==> src/rtl/laser_cover_search.sv <==
// Two-circle laser coverage search: loads a frame of points, then runs alternating
// exhaustive grid sweeps for C1 and C2 until the best cover count stops improving.
module laser_cover_search #(
    parameter int W        = 4,
    parameter int N_PTS    = 40,
    parameter int R2       = 16,
    parameter int MAX_ITER = 8
) (
    input  logic                         CLK,
    input  logic                         RST,
    input  logic                         IN_VALID,
    output logic                         IN_READY,
    input  logic [W-1:0]                 X,
    input  logic [W-1:0]                 Y,
    output logic [W-1:0]                 C1X,
    output logic [W-1:0]                 C1Y,
    output logic [W-1:0]                 C2X,
    output logic [W-1:0]                 C2Y,
    output logic [$clog2(N_PTS+1)-1:0]   COVER,
    output logic                         BUSY,
    output logic                         DONE,
    output logic [2:0]                   DBG_STATE
);

    localparam int CW = $clog2(N_PTS + 1);
    localparam int IW = (N_PTS > 1) ? $clog2(N_PTS) : 1;
    localparam int TW = $clog2(MAX_ITER + 1);
    localparam logic [W-1:0]  CTR      = W'((1 << (W - 1)) - 1);
    localparam logic [W-1:0]  MAXC     = '1;
    localparam logic [IW-1:0] LAST_IDX = IW'(N_PTS - 1);
    localparam logic [TW-1:0] ITER_LIM = TW'(MAX_ITER);
    localparam logic [31:0]   R2_U     = 32'(R2);

    typedef enum logic [2:0] {
        S_IDLE   = 3'd0,
        S_LOAD   = 3'd1,
        S_SWEEP1 = 3'd2,
        S_SWEEP2 = 3'd3,
        S_FIN    = 3'd4
    } state_t;

    state_t         r_state;
    logic [W-1:0]   r_px [N_PTS];
    logic [W-1:0]   r_py [N_PTS];
    logic [IW-1:0]  r_idx;
    logic           r_cmp;
    logic [W-1:0]   r_cx, r_cy;
    logic [W-1:0]   r_c1x, r_c1y, r_c2x, r_c2y;
    logic [CW-1:0]  r_count, r_best, r_best_iter, r_cover;
    logic [TW-1:0]  r_iter;
    logic           r_ready, r_busy, r_done;

    // Squared distance kept at 2W+1 bits so no corner of the grid can wrap.
    function automatic logic f_cov(input logic [W-1:0] ax, input logic [W-1:0] ay,
                                   input logic [W-1:0] bx, input logic [W-1:0] by);
        logic [W-1:0]   dx, dy;
        logic [2*W:0]   ex, ey, s;
        dx = (ax >= bx) ? ax - bx : bx - ax;
        dy = (ay >= by) ? ay - by : by - ay;
        ex = {{(W+1){1'b0}}, dx};
        ey = {{(W+1){1'b0}}, dy};
        s  = ex * ex + ey * ey;
        f_cov = ({{(31-2*W){1'b0}}, s} <= R2_U);
    endfunction

    logic [W-1:0]  w_px, w_py, w_ox, w_oy;
    logic          w_hit, w_upd, w_last_cand, w_accept, w_improved;
    logic [CW-1:0] w_new_best;
    logic [TW-1:0] w_iter_nx;

    // Handshake: a beat transfers on the rising edge where IN_VALID and IN_READY are
    // both high; IN_VALID while IN_READY is low is ignored entirely.
    assign w_accept    = IN_VALID & r_ready;
    assign w_px        = r_px[r_idx];
    assign w_py        = r_py[r_idx];
    assign w_ox        = (r_state == S_SWEEP1) ? r_c2x : r_c1x;
    assign w_oy        = (r_state == S_SWEEP1) ? r_c2y : r_c1y;
    assign w_hit       = f_cov(r_cx, r_cy, w_px, w_py) | f_cov(w_ox, w_oy, w_px, w_py);
    assign w_upd       = r_count > r_best;
    assign w_new_best  = w_upd ? r_count : r_best;
    assign w_last_cand = (r_cx == MAXC) && (r_cy == MAXC);
    assign w_iter_nx   = r_iter + 1'b1;
    assign w_improved  = w_new_best > r_best_iter;

    always_ff @(posedge CLK) begin
        if (w_accept) begin
            r_px[r_idx] <= X;
            r_py[r_idx] <= Y;
        end
    end

    always_ff @(posedge CLK or posedge RST) begin
        if (RST) begin
            r_state     <= S_IDLE;
            r_idx       <= '0;
            r_cmp       <= 1'b0;
            r_cx        <= '0;
            r_cy        <= '0;
            r_c1x       <= CTR;
            r_c1y       <= CTR;
            r_c2x       <= CTR;
            r_c2y       <= CTR;
            r_count     <= '0;
            r_best      <= '0;
            r_best_iter <= '0;
            r_cover     <= '0;
            r_iter      <= '0;
            r_ready     <= 1'b1;
            r_busy      <= 1'b0;
            r_done      <= 1'b0;
        end else begin
            r_done <= 1'b0;
            case (r_state)
                S_IDLE, S_LOAD: begin
                    if (w_accept) begin
                        if (r_state == S_IDLE) begin
                            r_c1x   <= CTR;
                            r_c1y   <= CTR;
                            r_c2x   <= CTR;
                            r_c2y   <= CTR;
                            r_best  <= '0;
                            r_cover <= '0;
                        end
                        if (r_idx == LAST_IDX) begin
                            r_state     <= S_SWEEP1;
                            r_ready     <= 1'b0;
                            r_busy      <= 1'b1;
                            r_idx       <= '0;
                            r_iter      <= '0;
                            r_cmp       <= 1'b0;
                            r_cx        <= '0;
                            r_cy        <= '0;
                            r_count     <= '0;
                            r_best_iter <= '0;
                        end else begin
                            r_state <= S_LOAD;
                            r_idx   <= r_idx + 1'b1;
                        end
                    end
                end
                S_SWEEP1, S_SWEEP2: begin
                    if (!r_cmp) begin
                        r_count <= r_count + CW'(w_hit);
                        if (r_idx == LAST_IDX) begin
                            r_idx <= '0;
                            r_cmp <= 1'b1;
                        end else begin
                            r_idx <= r_idx + 1'b1;
                        end
                    end else begin
                        r_cmp   <= 1'b0;
                        r_count <= '0;
                        // Strict compare: ties keep the earlier raster candidate.
                        if (w_upd) begin
                            r_best <= r_count;
                            if (r_state == S_SWEEP1) begin
                                r_c1x <= r_cx;
                                r_c1y <= r_cy;
                            end else begin
                                r_c2x <= r_cx;
                                r_c2y <= r_cy;
                            end
                        end
                        if (r_cx == MAXC) begin
                            r_cx <= '0;
                            r_cy <= r_cy + 1'b1;
                        end else begin
                            r_cx <= r_cx + 1'b1;
                        end
                        if (w_last_cand) begin
                            if (r_state == S_SWEEP1) begin
                                r_state <= S_SWEEP2;
                            end else begin
                                r_iter <= w_iter_nx;
                                if (!w_improved || (w_iter_nx == ITER_LIM)) begin
                                    r_state <= S_FIN;
                                    r_busy  <= 1'b0;
                                    r_done  <= 1'b1;
                                    r_cover <= w_new_best;
                                end else begin
                                    r_state     <= S_SWEEP1;
                                    r_best_iter <= w_new_best;
                                end
                            end
                        end
                    end
                end
                S_FIN: begin
                    r_state <= S_IDLE;
                    r_ready <= 1'b1;
                end
                default: begin
                    r_state <= S_IDLE;
                    r_ready <= 1'b1;
                    r_busy  <= 1'b0;
                end
            endcase
        end
    end

    assign IN_READY  = r_ready;
    assign BUSY      = r_busy;
    assign DONE      = r_done;
    assign COVER     = r_cover;
    assign C1X       = r_c1x;
    assign C1Y       = r_c1y;
    assign C2X       = r_c2x;
    assign C2Y       = r_c2y;
    assign DBG_STATE = r_state;

endmodule
==> config.mk <==
export PLATFORM = sky130hd
export DESIGN_NAME = laser_cover_search
export DESIGN_NICKNAME = d
export VERILOG_FILES = /design/src/rtl/laser_cover_search.sv
export SDC_FILE = /design/constraint.sdc
export NUM_CORES = 1
export LEC_CHECK = 0
export CAP_MARGIN = 20
export CORE_ASPECT_RATIO = 0.6
export CORE_MARGIN = 1.5
export CORE_UTILIZATION = 50
export DETAILED_ROUTE_END_ITERATION = 7
export PLACE_DENSITY = 0.66
export RECOVER_POWER = 50
export SETUP_SLACK_MARGIN = 0.2
export SYNTH_ARGS = -nofsm -noshare
export SYNTH_HDL_FRONTEND = slang
export SYNTH_SLANG_ARGS = --single-unit
export TNS_END_PERCENT = 1
==> constraint.sdc <==
create_clock -name CLK -period 11.5 [get_ports CLK]
set_clock_uncertainty 0.05 [all_clocks]
set_input_delay 2.3 -clock CLK [delete_from_list [all_inputs] [get_ports CLK]]
set_output_delay 2.3 -clock CLK [all_outputs]
set_load 0.05 [all_outputs]
* After elaboration in Yosys (flattened, before gate mapping)
Memory sizes are Yosys's and may differ from the RTL's.
Index checks and enable logic that the tools add are counted.
** Word-level totals
- Memories kept :: 2
- Word-level logic and storage cells :: 176
- RAM bits :: 320
- Register bits :: 65
- Output and inout bits :: 28
** Memory list
- r_px :: depth 40, width 4, rd ports 1, clocked after Yosys merged registers in 0, write ports 1, RTL line 43 : logic [W-1:0] r_px [N_PTS];
- r_py :: depth 40, width 4, rd ports 1, clocked after Yosys merged registers in 0, write ports 1, RTL line 44 : logic [W-1:0] r_py [N_PTS];
** Cells by class
- Muxes and demuxes :: 86
- Magnitude comparators :: 8
- Multipliers :: 4
- Bitwise logic cells :: 4
- $add $sub $neg :: 15
- Reductions and logical operators :: 20
- Eq/ne operators :: 20
** Operators with widths (count)
- $mux W4 :: 29
- $mux W6 :: 18
- $pmux W6 S2 :: 5
- $pmux W4 S2 :: 7
- $mul A4 B4 Y8 :: 4
- $sub A4 B4 Y4 :: 8
- $ne A2 B2 Y1 const B :: 12
- $reduce_and A7 Y1 :: 3
- $add A8 B8 Y9 :: 2
- $le A9 B5 Y1 const B :: 2
- $reduce_and A6 Y1 :: 3
- $mux W1 :: 17
- $ge A4 B4 Y1 :: 4
- $mux W3 :: 5
- $add A4 B1 Y4 const B :: 3
- $eq A4 B4 Y1 const B :: 3
- $gt A6 B6 Y1 :: 2
- $reduce_and A3 Y1 :: 4
- $reduce_and A4 Y1 :: 2
- $add A6 B1 Y6 :: 1
- $add A6 B1 Y6 const B :: 1
- $eq A3 B2 Y1 const B :: 2
- $eq A6 B6 Y1 const B :: 1
- $pmux W3 S2 :: 1
- 15 further kinds :: 18

* Logic depth before layout (Yosys ltp)
Gate-level depths: netlist (run 1).
- Depth after elaboration :: 11
- Depth in mapped cells :: 36

* Worst setup path before layout (run 1)
No wires, ideal clock.
- Kind :: flip-flop to flip-flop
- Start point :: register r_idx[1]
- End point :: register r_count[4]
- Clock period less this slack :: 7.911 ns
- Library setup time :: 0.122 ns
- Arrival :: 7.740 ns
- Stages on the path, launching flop included :: 32
- Slack :: 3.589 ns
- Required time :: 11.328 ns
- Cells stage by stage :: dfrtp_1 > and3_1 > buf_2 > buf_2 > a22oi_1 > nand4_1 > a22o_1 > nor4_1 > ha_1 > a21boi_0 > o21ai_0 > or3b_2 > a21bo_2 > a21o_1 > fa_1 > fa_1 > fa_1 > inv_1 > fa_1 > ha_1 > inv_1 > fa_1 > xor2_1 > o21ai_0 > a2111o_1 > o21ai_0 > ha_1 > ha_1 > inv_1 > nor4_1 > xnor2_1 > nor2_1
** Between the ends
- Word-level cells in the longest chain between the ends :: 10
- Elaborated cells on any way between the ends :: 33
- Classes of those cells :: 11 x add/sub; 4 x mul; 6 x order compare; 2 x eq/ne; 6 x mux; 1 x bitwise; 1 x reduce/logical; 2 x memory
** Ends and longest elaborated chain
- start, declared :: RTL line 45 : logic [IW-1:0] r_idx;
- start signal, assigned :: RTL line 137 : r_idx <= r_idx + 1'b1;
- start signal, assigned :: RTL line 148 : r_idx <= r_idx + 1'b1;
- $mem_v2 Z40 W4, on equally long branches
- $sub A4 B4 Y4, or another cell as far along :: RTL line 58 : dx = (ax >= bx) ? ax - bx : bx - ax;
- $mux W4, on equally long branches :: RTL line 58, 59
- $mul A4 B4 Y8 :: RTL line 62 : s = ex * ex + ey * ey;
- $add A8 B8 Y9 :: RTL line 62
- $le A9 B5 Y1 :: RTL line 63 : f_cov = ({{(31-2*W){1'b0}}, s} <= R2_U);
- $or A1 B1 Y1 :: RTL line 78 : assign w_hit = f_cov(r_cx, r_cy, w_px, w_py) | f_cov(w_ox, w_oy, w_px, w_py);
- $add A6 B1 Y6 :: RTL line 143 : r_count <= r_count + CW'(w_hit);
- $mux W6 :: RTL line 142 : if (!r_cmp) begin
- $pmux W6 S2 :: RTL line 113 : case (r_state)
- end signal, assigned :: RTL line 143
- end, declared :: RTL line 49 : logic [CW-1:0] r_count, r_best, r_best_iter, r_cover;
Several ways; a longest one is shown, not always the timed one.
A chain may end at the register's enable or synchronous reset.

* Worst setup path after layout (run 1)
- Start point :: register r_idx[2]
- End point :: register r_count[4]
The elaborated chain is that of the path after synthesis.

==> results.toml, run 1 <==
[layout]
syn_to_final_growth_pct = 10.7
nets = 1431
most-common-layout-cells = "320 x edfxtp_1, 130 x a22oi_1, 85 x inv_1, 80 x ha_1, 70 x nor2_1"
antenna_cells = 0
post-route-util_pct = 56.1
drive_gt1_share_pct = 7.85
final_common_cell = "edfxtp_1"

[sta]
post-route-period-util_pct = 83.2
hold_ws_ns = 0.466
rsz0062_at_grt = "no"
hold_viol = 0
final.setup.tns_ns = 0
fmax_ghz = 0.105
worst_pin_slew_ns = 3.63
layout_setup_ws_ns = 1.94
fin_crit_ns = 9.56
setup_viol = 0
drv_slew = 394
relSlewSlack_pct = -142

[logic_synthesis]
synth_cell_types = 73
synth_cells = 1274
ys_seq_area_share_pct = 63.4
yosys_most_used_dff = "edfxtp_1"
syn_nets = 1395
syn_area_per_cell_um2 = 13.9
ys_ff_latch = 385
netlist_area_mm2 = 0.0178
yosysWarnings = 0
synth_edf_count = 320
ys_async_sr_fraction_pct = 16.9

[place]
place_worst_setup_slack_ns = 2.03
gp_congestion = 0.850
portBuffers = 38
dpl.hpwl_um = 29300

[drt]
drt_iter0_drc = 1771
via_per_inst = 6.25
via_count = 11300
firstDrtPassIters = 5
drc = 0
drt_wl_total_um = 45000
drt.antenna.violating_nets = 0
wire_per_inst_um = 25.0

[flow_run]
maxCapViolCount = 9

[setup_path]
worstPathRequired_ns = 11.83
r2r_setup_slack_ns = 1.94
r2r-start = "r_idx[2]$_DFFE_PP0P_"
critPathArrivalTime_ns = 9.90
startpoint = "r_idx[2]$_DFFE_PP0P_"
cp-end-kind = "flop"
r2r_cells = 31
critPathMaxStageDelay_ns = 0.74
worstSetupPathType = "flop to flop"
timing.rr.end = "r_count[4]$_DFFE_PP0P_"
path_max_fanout = 40
crit_top_cell = "fa_1"
start_kind = "flop"
crit_path_top_delay_cell = "dfrtp_1"

[grt]
grt_pass1_wl_um = 68100
antenna_found_initial = 0
grt_pass1_vias = 10700
grt_max_degree = 66
track_usage_pct = 25.0
grt-ovfl-total = 0

[cts]
cts_setup_buffers = 0
ctsLongestPathBuffers = 3
cts_tree = "built"
clk_transition_reported_paths_ns = 0.07
clockRootBuffer = "clkbuf_16"
clock-sinks = 385
cts_resized = 0
h-tree-depth = 2
clk_latency_ns = 0.54
ctsHoldBuffers = 0
cts-buffers-inserted = 35

[floorplan]
die_width_um = 246
pin_count = 39
die_area_mm2 = 0.0367
rows = 53
start_util_pct = 50.7
core_area_mm2 = 0.0350
die_h_um = 149

[min_path]
min_to = "r_iter[3]$_DFFE_PP0P_"
holdPathStages = 1
hp-start = "r_iter[3]$_DFFE_PP0P_"
hold_class = "flop to flop"

[status]
status = "finished, violations left"
violations = "capacitance limit, slew limit"
-- synth_stat cells, drive strengths merged (8+ instances only) --
cell | number | area (um^2)
xnor2 | 11 | 96.3
mux2i | 27 | 270
mux2 | 8 | 90.1
a22o | 31 | 272
fa | 30 | 601
nor2b | 15 | 93.8
o21ai | 27 | 135
nand3 | 15 | 75.1
nand4 | 19 | 119
a21o | 12 | 90.1
a22oi | 130 | 976
clkbuf | 14 | 53.8
a31oi | 20 | 125
dfstp | 13 | 342
inv | 86 | 323
dfrtp | 52 | 1300
a221oi | 15 | 131
buf | 42 | 243
nand2 | 50 | 188
a41oi | 9 | 78.8
nor2 | 71 | 269
a21oi | 38 | 194
nor4 | 10 | 62.6
edfxtp | 320 | 9610
ha | 80 | 1000
nor3 | 15 | 75.1
-- area by class of cell --
class	instances	area [um^2]
clock buffers	44	931
repair buffers	55	469
clock inverters	20	183
well taps	467	584
fillers	2773	15400
multi-input cells	747	5900
inverters	86	323
flip-flops and latches	385	11300
-- stage by stage --
stage,instances,instance area (um^2)
floorplan,1274,17800
global placement,1740,18600
detailed placement,1740,18600
CTS,1804,19700
global route,1804,19600
finish,1804,19600
-- critical path, delay by kind of cell (launching register included) --
family                     cells  cell delay (ns)
AOI/OAI and AO/OA              7             1.91
xor gates and xnor gates       3             0.82
adders and majority gates     10             3.69
buffers and inverters          4             0.51
DFF                            1             0.74
muxes                          1             0.18
and+or+nand+nor                6             1.49
-- sequential cells by signal (all words and copies together), names as in the netlist, 6 cells and up --
| signal | count |
|---|---|
| r_best_iter | 6 |
| r_idx | 6 |
| r_best | 6 |
| r_py | 160 |
| r_px | 160 |
| r_count | 6 |
| COVER | 6 |
-- worst max-delay path by stage --
stage / cells past startpoint / endpoint
6_report: 31 / r_count[4]$_DFFE_PP0P_
5_1_grt: 29 / r_count[4]$_DFFE_PP0P_
4_1_cts: 30 / r_count[4]$_DFFE_PP0P_
3_5_place_dp: 30 / r_count[4]$_DFFE_PP0P_
3_3_place_gp: 30 / r_count[4]$_DFFE_PP0P_
2_1_floorplan: 31 / r_count[4]$_DFFE_PP0P_
-- metal layers --
layer,wire length [um],global-route usage [%],up-vias
met4,645,4.63,0
met1,21700,41.7,5618
met3,4620,5.86,60
li1,-,-,5014
met5,0,0,-
met2,18000,32.9,575
-- kinds of logic (layout without fill, tap and decap cells) --
kind of cell	after synthesis	count (layout)	synth area share, %
AOI/OAI and AO/OA	332	332	13.8
buffers and inverters	142	205	3.49
muxes	35	35	2.03
and+or+nand+nor	255	255	7.49
xor gates and xnor gates	15	15	0.740
DFF	385	385	63.4
adders and majority gates	110	110	9.02
Power of run 1 is left out: the tool's default activity adds up to more than one toggle a clock period on the data nets, which glitch-free logic cannot reach.
==> run 2, diff against run 1 <==
==> constraint.sdc (replaced) <==
create_clock -name CLK -period 8.9 [get_ports CLK]
set_clock_uncertainty 0.05 [all_clocks]
set_input_delay 1.78 -clock CLK [delete_from_list [all_inputs] [get_ports CLK]]
set_output_delay 1.78 -clock CLK [all_outputs]
set_load 0.05 [all_outputs]
==> run 2 against run 1 <==
  * The run still ends with capacitance limit, slew limit left
  * Register-to-register slack got worse by 1.4 ns
  * Flip-flop and latch count did not move
  * Critical path depth did not move
  * Hold slack improved by 0.0064 ns
  * Largest cell class unchanged
  * Critical endpoint is now r_count[5]$_DFFE_PP0P_
  * Wire length rose by 4.1%
  * Die area did not move
  * Clock-buffer cell count fell by 6
  * Non-clock buffer count rose by 56
  * Via count rose by 3.9%
==> results.toml, run 2 (same netlist as run 1, synthesis figures left out) <==
[status]
status = "finished, violations left"
violations = "capacitance limit, slew limit"

[drt]
wire_per_inst_um = 25.2
drc = 0
drt.antenna.violating_nets = 0
via_count = 11700
via_per_inst = 6.29
drt_wl_total_um = 46900
drt_iter0_drc = 1579
firstDrtPassIters = 6

[sta]
hold_viol = 0
setup_viol = 0
fin_crit_ns = 8.39
final.setup.tns_ns = 0
relSlewSlack_pct = -145
post-route-period-util_pct = 94.2
fmax_ghz = 0.119
rsz0062_at_grt = "no"
drv_slew = 386
worst_pin_slew_ns = 3.67

[layout]
final_common_cell = "edfxtp_1"
syn_to_final_growth_pct = 14.6
reg_top3 = "r_px: 160 flops, r_py: 160 flops"
most-common-layout-cells = "320 x edfxtp_1, 127 x a22oi_1, 85 x inv_1, 78 x ha_1, 70 x nor2_1"
drive_gt1_share_pct = 13.5
nets = 1489

[setup_path]
crit_top_cell = "fa_1"
r2r_cells = 31
crit_path_top_delay_cell = "or4_1"
path_max_fanout = 7
start_kind = "flop"
worstPathRequired_ns = 9.23
critPathArrivalTime_ns = 8.72
worstSetupPathType = "flop to flop"
critPathMaxStageDelay_ns = 0.58
cp-end-kind = "flop"

[floorplan]
die_area_mm2 = 0.0367
start_util_pct = 50.7
rows = 53
die_h_um = 149
die_width_um = 246
pin_count = 39
core_area_mm2 = 0.0350

[grt]
grt_pass1_wl_um = 69700
grt-ovfl-total = 0
antenna_found_initial = 1
grt_pass1_vias = 10900
grt_max_degree = 66
track_usage_pct = 25.7

[cts]
clk_transition_reported_paths_ns = 0.07
h-tree-depth = 2
clock-sinks = 385
cts-buffers-inserted = 35
ctsHoldBuffers = 0
clk_latency_ns = 0.54
ctsLongestPathBuffers = 3
clockRootBuffer = "clkbuf_16"
cts_tree = "built"

[place]
gp_congestion = 0.888
dpl.hpwl_um = 31000
portBuffers = 38

[flow_run]
maxCapViolCount = 9

[min_path]
hold_class = "flop to flop"
holdPathStages = 1
[run 2: changes by cell type in the layout (fill, tap and decap cells not counted), moves of 4 or more]
| cell | previous run | this run |
|---|---|---|
| a221oi_1 | 15 | 11 |
| a221oi_2 | 0 | 4 |
| buf_12 | 0 | 6 |
| buf_4 | 10 | 55 |
| clkbuf_1 | 17 | 12 |
| nor4_1 | 10 | 5 |
| nor4_2 | 0 | 4 |
| o21ai_0 | 27 | 22 |
| o21ai_1 | 0 | 4 |
[run 2: area by class of cell]
class	count	area, um^2
fill	2774	14700
sequential	385	11300
clock inverter	23	245
antenna	1	2.50
tap	467	584
multi-input combinational	749	6080
clock buffer	38	887
inverter	86	323
timing repair buffer	111	972
[run 2: critical path: cells and delay by family (launching register included)]
kind            cells  cell delay (ns)
simple gates        8             1.99
fa+ha+maj           8             3.32
xor+xnor            2             0.30
compound gates      7             1.36
flops               1             0.44
buf+inv             6             0.79
[run 2: final timing paths]
path | start | end | slack, ns
min | r_best[5]$_DFFE_PP0P_ | r_best[5]$_DFFE_PP0P_ | 0.47
max | r_idx[2]$_DFFE_PP0P_ | r_count[5]$_DFFE_PP0P_ | 0.51
min reg2reg | r_best[5]$_DFFE_PP0P_ | r_best[5]$_DFFE_PP0P_ | 0.47
max reg2reg | r_idx[2]$_DFFE_PP0P_ | r_count[5]$_DFFE_PP0P_ | 0.51
max in group asynchronous | RST | r_idx[0]$_DFFE_PP0P_ | 3.36
min in group asynchronous | RST | r_iter[1]$_DFFE_PP0P_ | 3.06
[run 2: stage by stage]
step                hold slack, ns  util (%)  setup slack [ns]  std cells  area, um^2
CTS                          0.469      57.1             0.281       1833       20000
floorplan                    0.405         -             0.989       1274       17800
global placement             0.432      53.9             0.313       1772       18900
global route                 0.489      58.1             0.174       1859       20300
detailed placement           0.457      53.9             0.131       1772       18900
finish                       0.473      58.1             0.514       1860       20400
[run 2: repair_timing]
action | 4_1_cts | 5_1_grt
endpoints found under the hold margin | 0 | 0
setup endpoints to repair | 2 | 5
setup buffers | 0 | 24
gates cloned | 0 | 2
pin swaps | 0 | 20
resized for setup | 1 | 42
[run 2: routing by layer]
layer	GRT usage, %	routed length, um	share of wire, %	up-vias
met5	0	9	0.019	-
li1	-	-	-	5119
met2	33.6	18900	40	591
met1	42.0	22100	47	5924
met3	7.09	5210	11	67
met4	5.06	682	1.5	2
Power of run 2 is left out for the same reason.
==> run 3, diff against run 2 <==
--- a/config.mk
+++ b/config.mk
@@ -12,7 +12,7 @@
 export DETAILED_ROUTE_END_ITERATION = 7
 export PLACE_DENSITY = 0.66
 export RECOVER_POWER = 50
-export SETUP_SLACK_MARGIN = 0.2
+export SETUP_SLACK_MARGIN = 0.15
 export SYNTH_ARGS = -nofsm -noshare
 export SYNTH_HDL_FRONTEND = slang
 export SYNTH_SLANG_ARGS = --single-unit
==> run 3 against run 2 <==
  * The run still ends with capacitance limit, slew limit left
  * Via count down 1.7%
  * Cell area fell by 0.93%
  * Global-route usage stayed put
  * Critical path depth stayed put
  * Sequential share of layout area grew 0.52 points
  * Register-to-register slack got worse by 0.03 ns
  * Wire length shrank 1.8%
  * Die area did not move
  * Non-clock buffer count decreased by 14
  * Hold slack is essentially flat
==> results.toml, run 3 (same netlist as run 1, synthesis figures left out) <==
[setup_path]
crit_path_top_delay_cell = "fa_1"
start_kind = "flop"
cp-end-kind = "flop"
critPathMaxStageDelay_ns = 0.55
worstSetupPathType = "flop to flop"
crit_top_cell = "fa_1"
critPathArrivalTime_ns = 8.75
worstPathRequired_ns = 9.23
path_max_fanout = 11

[status]
violations = "capacitance limit, slew limit"
status = "finished, violations left"

[cts]
cts_tree = "built"
cts-buffers-inserted = 35
clock-sinks = 385
ctsHoldBuffers = 0
h-tree-depth = 2
ctsLongestPathBuffers = 3
clockRootBuffer = "clkbuf_16"
clk_latency_ns = 0.54
clk_transition_reported_paths_ns = 0.07

[sta]
drv_slew = 386
final.setup.tns_ns = 0
hold_viol = 0
rsz0062_at_grt = "no"
setup_viol = 0
post-route-period-util_pct = 94.5
relSlewSlack_pct = -146
fmax_ghz = 0.119
fin_crit_ns = 8.41
worst_pin_slew_ns = 3.68

[grt]
grt-ovfl-total = 0
antenna_found_initial = 1
grt_pass1_wl_um = 69700
grt_max_degree = 66
grt_pass1_vias = 10900
track_usage_pct = 25.7

[floorplan]
die_h_um = 149
start_util_pct = 50.7
rows = 53
pin_count = 39
die_area_mm2 = 0.0367
core_area_mm2 = 0.0350
die_width_um = 246

[layout]
reg_top3 = "r_px: 160 flops, r_py: 160 flops"
drive_gt1_share_pct = 11.9
fin_area_mm2 = 0.0202
syn_to_final_growth_pct = 13.6
nets = 1473
post-route-util_pct = 57.6
most-common-layout-cells = "320 x edfxtp_1, 128 x a22oi_1, 85 x inv_1, 79 x ha_1, 70 x nor2_1"
final_common_cell = "edfxtp_1"

[flow_run]
maxCapViolCount = 9

[place]
dpl.hpwl_um = 31000
placed_area_mm2 = 0.0189
portBuffers = 38
gp_congestion = 0.888

[drt]
wire_per_inst_um = 25.0
drt.antenna.violating_nets = 0
via_count = 11500
drt_wl_total_um = 46000
drc = 0
via_per_inst = 6.24
drt_iter0_drc = 1441
firstDrtPassIters = 6

[min_path]
hold_class = "flop to flop"
run 3: metrics by stage:
stage               cells  setup slack, ns  hold WS [ns]
floorplan            1274            0.989         0.405
global placement     1772            0.313         0.432
detailed placement   1772            0.131         0.457
CTS                  1833            0.281         0.469
global route         1843            0.134         0.489
finish               1844            0.487         0.473
run 3: final timing paths:
path	start	endpoint	slack, ns	depth (start not counted)
setup / recovery	r_idx[1]$_DFFE_PP0P_	r_count[4]$_DFFE_PP0P_	0.49	31
hold / removal	r_best[5]$_DFFE_PP0P_	r_best[5]$_DFFE_PP0P_	0.47	1
setup reg to reg	r_idx[1]$_DFFE_PP0P_	r_count[4]$_DFFE_PP0P_	0.49	31
hold reg to reg	r_best[5]$_DFFE_PP0P_	r_best[5]$_DFFE_PP0P_	0.47	1
max in group asynchronous	RST	r_idx[0]$_DFFE_PP0P_	3.35	3
min in group asynchronous	RST	r_iter[1]$_DFFE_PP0P_	3.07	3
run 3: critical path: cells and delay by family, from the launching register on:
family,cells,cell delay (ns)
compound gates,9,2.02
xor+xnor,2,0.33
fa+ha+maj,9,3.35
buf+inv,6,0.68
flops,1,0.45
simple gates,5,1.38
run 3: final cells by class:
cell class	count	area [um^2]
Multi-Input combinational cell	747	6000
Antenna cell	1	2.50
Tap cell	467	584
Inverter	86	323
Timing Repair Buffer	97	862
Clock inverter	23	245
Fill cell	2793	14900
Clock buffer	38	887
Sequential cell	385	11300
run 3: what timing repair did:
action,in CTS,in global routing
setup buffers,0,10
endpoints found under the setup margin,1,5
gates cloned,0,0
pin swaps,0,10
resized for setup,1,27
run 3: per-layer routing:
metal	global-route usage [%]	part of all wire, %
met2	33.6	40
met5	0	0.020
met1	42.0	47
met4	5.06	1.3
met3	7.09	11
Power of run 3 is left out for the same reason.
